`src/rtl/rom_stream_reader.sv`:
```
// rom_stream_reader: walks a wrap-around address range of a registered-output
// ROM and delivers the words on a valid/ready stream. A 2-entry output FIFO
// plus a one-bit in-flight flag absorb the ROM's one-cycle read latency, so a
// read is only issued when its word is guaranteed a FIFO slot.
module rom_stream_reader #(
  parameter int ADDR_W = 4,
  parameter int DATA_W = 4
) (
  input  logic              clk,
  input  logic              rst,
  input  logic              start,
  input  logic [ADDR_W-1:0] base_addr,
  input  logic [ADDR_W:0]   len,
  output logic              rom_en,
  output logic [ADDR_W-1:0] rom_addr,
  input  logic [DATA_W-1:0] rom_data,
  output logic [DATA_W-1:0] m_data,
  output logic              m_valid,
  input  logic              m_ready,
  output logic              busy,
  output logic              done
);

  typedef enum logic [1:0] {
    IDLE  = 2'd0,
    RUN   = 2'd1,
    DRAIN = 2'd2
  } state_t;

  state_t state, state_next;

  logic [ADDR_W-1:0] addr;
  logic [ADDR_W:0]   len_q;
  logic [ADDR_W:0]   issued;
  logic              inflight;
  logic              done_q;

  logic [DATA_W-1:0] fifo_mem [2];
  logic              wr_ptr;
  logic              rd_ptr;
  logic [1:0]        occ;

  logic push;
  logic pop;
  logic accept;
  logic finish;

  // The word returning from the ROM this cycle is pushed; a handshake pops.
  assign push     = inflight;
  assign pop      = m_valid && m_ready;
  assign m_valid  = (occ != 2'd0);
  assign m_data   = fifo_mem[rd_ptr];
  assign busy     = (state != IDLE);
  assign done     = done_q;
  assign rom_addr = addr;

  // State register.
  always_ff @(posedge clk or posedge rst) begin
    // NOTE: sequential state uses non-blocking assignments so every register
    // samples pre-edge values regardless of block ordering.
    if (rst) state <= IDLE;
    else     state <= state_next;
  end

  // Next-state logic and read issue; a read is allowed only if, counting the
  // word in flight and this cycle's pop, the FIFO still has room for it.
  always_comb begin
    // NOTE: every output of this block gets a default first, so no path
    // leaves a variable unassigned and no latch is inferred.
    state_next = state;
    rom_en     = 1'b0;
    accept     = 1'b0;
    finish     = 1'b0;
    case (state)
      IDLE: begin
        if (start) begin
          accept = 1'b1;
          if (len != '0) state_next = RUN;
        end
      end
      RUN: begin
        rom_en = (issued < len_q) &&
                 (({1'b0, occ} + {2'b00, inflight}) < (3'd2 + {2'b00, pop}));
        if ((issued + {{ADDR_W{1'b0}}, rom_en}) == len_q) state_next = DRAIN;
      end
      DRAIN: begin
        // Finish on the final handshake so done/!busy appear the cycle after.
        if (!inflight && (occ == {1'b0, pop})) begin
          finish     = 1'b1;
          state_next = IDLE;
        end
      end
      default: state_next = IDLE;
    endcase
  end

  // Transfer bookkeeping: address walk, issue count, in-flight flag, done pulse.
  always_ff @(posedge clk or posedge rst) begin
    if (rst) begin
      addr     <= '0;
      len_q    <= '0;
      issued   <= '0;
      inflight <= 1'b0;
      done_q   <= 1'b0;
    end else begin
      if (accept) begin
        addr   <= base_addr;
        len_q  <= len;
        issued <= '0;
      end else if (rom_en) begin
        addr   <= addr + ADDR_W'(1);
        issued <= issued + (ADDR_W + 1)'(1);
      end
      inflight <= rom_en;
      done_q   <= (accept && (len == '0)) || finish;
    end
  end

  // Output FIFO: two entries, pointer-indexed, occupancy counter.
  always_ff @(posedge clk or posedge rst) begin
    if (rst) begin
      // NOTE: the two storage words are reset as well, because m_data reads
      // the head entry directly and must be 0 out of reset.
      for (int i = 0; i < 2; i++) fifo_mem[i] <= '0;
      wr_ptr <= 1'b0;
      rd_ptr <= 1'b0;
      occ    <= 2'd0;
    end else begin
      if (push) begin
        fifo_mem[wr_ptr] <= rom_data;
        wr_ptr           <= ~wr_ptr;
      end
      if (pop) rd_ptr <= ~rd_ptr;
      occ <= occ + {1'b0, push} - {1'b0, pop};
    end
  end

endmodule

```
`config.mk`:
```
export PLATFORM = sky130hd
export DESIGN_NAME = rom_stream_reader
export DESIGN_NICKNAME = d
export VERILOG_FILES = /design/src/rtl/rom_stream_reader.sv
export SDC_FILE = /design/constraint.sdc
export NUM_CORES = 1
export LEC_CHECK = 0
export ABC_AREA = 1
export ABC_CLOCK_PERIOD_IN_PS = 3700
export CAP_MARGIN = 20
export CELL_PAD_IN_SITES_DETAIL_PLACEMENT = 1
export CELL_PAD_IN_SITES_GLOBAL_PLACEMENT = 1
export CORE_MARGIN = 3
export CORE_UTILIZATION = 40
export DETAILED_ROUTE_END_ITERATION = 7
export PLACE_DENSITY_LB_ADDON = 0.1
export SLEW_MARGIN = 20
export SYNTH_ARGS = -nofsm -noshare
export SYNTH_HDL_FRONTEND = slang
export SYNTH_SLANG_ARGS = --single-unit
```
`constraint.sdc`:
```
create_clock -name clk -period 3.7 [get_ports clk]
set_input_delay 0.37 -clock clk [delete_from_list [all_inputs] [get_ports clk]]
set_output_delay 0.37 -clock clk [all_outputs]
set_load 0.02 [all_outputs]
```
==> results.py <==
metrics = {
    "status": {
        "status": "finished clean",
    },
    "synthesis": {
        "synth_adder_area_share_pct": 8.50,
        "avgSynthCellArea_um2": 8.33,
        "synthSimpleGateAreaFrac_pct": 25.9,
        "synth-seq-area-share_pct": 42.5,
        "synth.ff_latch_count": 30,
        "synthMuxAreaShare_pct": 2.55,
        "synth-xor-area-share_pct": 6.38,
        "synth_nets": 241,
        "yosys-top-cells-area": "dfrtp_1 43%, nand2_1 13%, ha_1 8.5%",
        "synth_compound_area_share_pct": 5.67,
        "synthCells": 212,
        "syn-cell-area_um2": 1770,
        "synth_warnings": 0,
        "synth_area_leader_cell": "dfrtp_1",
        "synth_cell_types": 27,
        "synth_top_area_share_pct": 42.5,
        "synth_top_family_by_area": "simple AND/OR/NAND/NOR gates",
    },
    "placed_design": {
        "pre_cts_ws_ns": 1.11,
        "port_buffers": 28,
        "dp_hpwl_um": 3360,
        "place_congestion": 0.768,
    },
    "run": {
        "drv_cap": 0,
    },
    "route": {
        "vias": 1474,
        "wl_per_cell_um": 14.5,
        "drc": 0,
        "postRouteWirelength_um": 4250,
        "ant_nets": 0,
        "drt_iter0_drc": 14,
        "dr.pass1.iters": 4,
        "vias_per_cell": 5.03,
    },
    "setup_path": {
        "start_kind": "flip-flop",
        "crit_type": "flip-flop to output port",
        "cp-end-kind": "output port",
        "slowest_delay_ns": 0.60,
        "path_cells": "ha_1, nand2_1, nand2_1, nand2_1, nand2_1, nor2_1, nand3_2, clkinv_4, clkdlybuf4s50_1",
        "worstPathMaxFanout": 11,
        "path_common_cell": "nand2_1",
        "slowest_stage": "clkdlybuf4s50_1",
        "worst_ep_required_time_ns": 3.33,
        "worstPathArrival_ns": 2.49,
    },
    "timing": {
        "finalSetupViolations": 0,
        "fin_crit_sh_pct": 77.3,
        "worstMarginPinSlew_ns": 0.629,
        "setup_tns_ns": 0,
        "clock.fmax_ghz": 0.350,
        "slew_violations": 0,
        "setup_ws_ns": 0.841,
        "slew_headroom_pct": 58.0,
        "finClkSkew_ns": 0.00353,
        "hold_violations": 0,
        "rsz0062_at_grt": "no",
        "period_needed_ns": 2.86,
    },
    "global_route": {
        "overflow": 0,
        "grt_max_degree": 31,
        "grt_usage_pct": 18.2,
        "grt_pass1_wl_um": 7340,
        "antenna_found_initial": 0,
        "grt_pass1_vias": 1651,
    },
    "die": {
        "pin_count": 29,
        "start_util_pct": 42.9,
        "fp.dieArea_um2": 5250,
        "die_h_um": 72.4,
        "rows": 23,
        "die_x_um": 72.4,
        "coreArea_um2": 4120,
    },
    "finish": {
        "final_nets": 271,
        "drive_above_1_share_pct": 11.5,
        "synthToLayoutAreaGrowth_pct": 22.1,
        "n_fill_cell": 486,
        "num_antenna_cells": 0,
    },
    "clock_tree": {
        "cts_tree": "done",
        "insertion_delay_ns": 0.28,
        "ctsHtreeMaxLevel": 2,
        "clock-sinks": 30,
        "cts_setup_buffers": 0,
        "cts_buffers": 5,
        "path_clk_slew_ns": 0.06,
        "cts_resized": 0,
        "cts_hold_buf": 0,
        "cts-root-buf": "clkbuf_8",
        "cts_buffer_depth": 2,
    },
    "power": {
        "p_leak_nw": 1.11,
        "ir_drop_mv": 0.389,
        "power_density_nw_per_um2": 947,
    },
    "hold_path": {
        "hold_path.class": "input port to async pin",
    },
}
==> state kept, by name, indices dropped and copies added, names as in the netlist, 2 cells and up <==
signal    flops
rom_addr      4
fifo_mem      8
len_q         5
issued        5
state         2
occ           2
==> layout make-up <==
cell class                 instances  area, µm²  area share (%)
multi-input combinational        150        865            40.1
sequential                        30        751            34.8
timing repair buffer              28        280            13.0
inverter                          27        106            4.93
clock buffer                       7       86.3            4.00
tap                               50       62.6            2.90
clock inverter                     1       5.00           0.232
==> layout by cell type (no fill, tap or decap) <==
master,n
a21oi_1,1
a21oi_2,1
and2_2,1
clkbuf_1,1
clkbuf_8,6
clkdlybuf4s50_1,28
clkinv_2,1
clkinv_4,1
dfrtp_1,30
ha_1,12
inv_1,22
inv_2,4
mux2_2,4
nand2_1,62
nand2_2,3
nand2_4,1
nand3_1,19
nand3_2,2
nand3b_1,1
nor2_1,9
nor2_2,2
nor3_1,1
o21ai_0,16
o22ai_1,1
or2_1,1
or2_2,1
xnor2_1,5
xnor2_2,1
xor2_1,6
==> cells by family (layout without fill, tap and decap cells) <==
group,count (synthesis),after routing
AOI/OAI and AO/OA,19,19
and+or+nand+nor,103,103
xor gates and xnor gates,12,12
buffers and inverters,32,63
muxes,4,4
adders and majority gates,12,12
DFF,30,30
==> critical path: cells and delay by family, from the launching register on <==
family / cells / cell delay [ns]
adder cells (fa/ha/maj): 1 / 0.31
flip-flops: 1 / 0.54
AND/OR/NAND/NOR: 6 / 0.63
buffers and inverters: 2 / 0.73
==> synth_stat cells <==
cell / instances
a21oi_1: 1
buf_2: 2
or2_1: 1
xnor2_2: 1
o21ai_0: 16
ha_1: 12
inv_1: 23
nor3_1: 1
nand2_1: 62
nand3b_1: 1
xnor2_1: 5
mux2_2: 4
clkinv_4: 1
nor2_2: 2
inv_2: 3
a21oi_2: 1
or2_2: 1
o22ai_1: 1
nand2_4: 1
buf_6: 3
nand3_1: 19
nor2_1: 9
nand3_2: 2
and2_2: 1
nand2_2: 3
dfrtp_1: 30
xor2_1: 6
==> layer usage <==
| metal | track usage (%) | wire (µm) |
|---|---|---|
| met1 | 20.0 | 1830 |
| met2 | 33.8 | 2250 |
| met3 | 4.99 | 120 |
| met4 | 5.53 | 41 |
| met5 | 0 | 0 |
==> final timing paths <==
check                                             start  slack, ns  depth (start not counted)                       to
min in group clk                fifo_mem[0]$_DFFE_PP0P_       0.49                          2  fifo_mem[0]$_DFFE_PP0P_
worst min register to register  fifo_mem[0]$_DFFE_PP0P_       0.49                          2  fifo_mem[0]$_DFFE_PP0P_
worst min-delay path                                rst       0.49                          2  fifo_mem[0]$_DFFE_PP0P_
max in group asynchronous                           rst       2.80                          2     len_q[1]$_DFFE_PP0P_
worst max-delay path              issued[2]$_DFFE_PP0P_       0.84                          9                   rom_en
worst max register to register    issued[2]$_DFFE_PP0P_       1.17                         17     state[0]$_DFFE_PP0P_
==> report_power, final <==
group	switching, mW	internal [mW]	total (mW)
Sequential	0.145	0.479	0.624
Clock	0.120	0.150	0.270
Combinational	0.654	0.493	1.15
Total	0.919	1.12	2.04
==> per-stage QoR <==
step	instances	cell area, µm²	hold WS (ns)	util [%]	total power, mW
2_1_floorplan	212	1770	0.448	-	1.45
3_3_place_gp	285	2060	0.462	50.2	1.72
3_5_place_dp	285	2060	0.483	50.2	1.80
4_1_cts	293	2160	0.501	52.4	2.09
5_1_grt	293	2160	0.530	52.4	2.24
6_report	293	2160	0.490	52.4	2.04
Power figures use the tool's default switching activity.
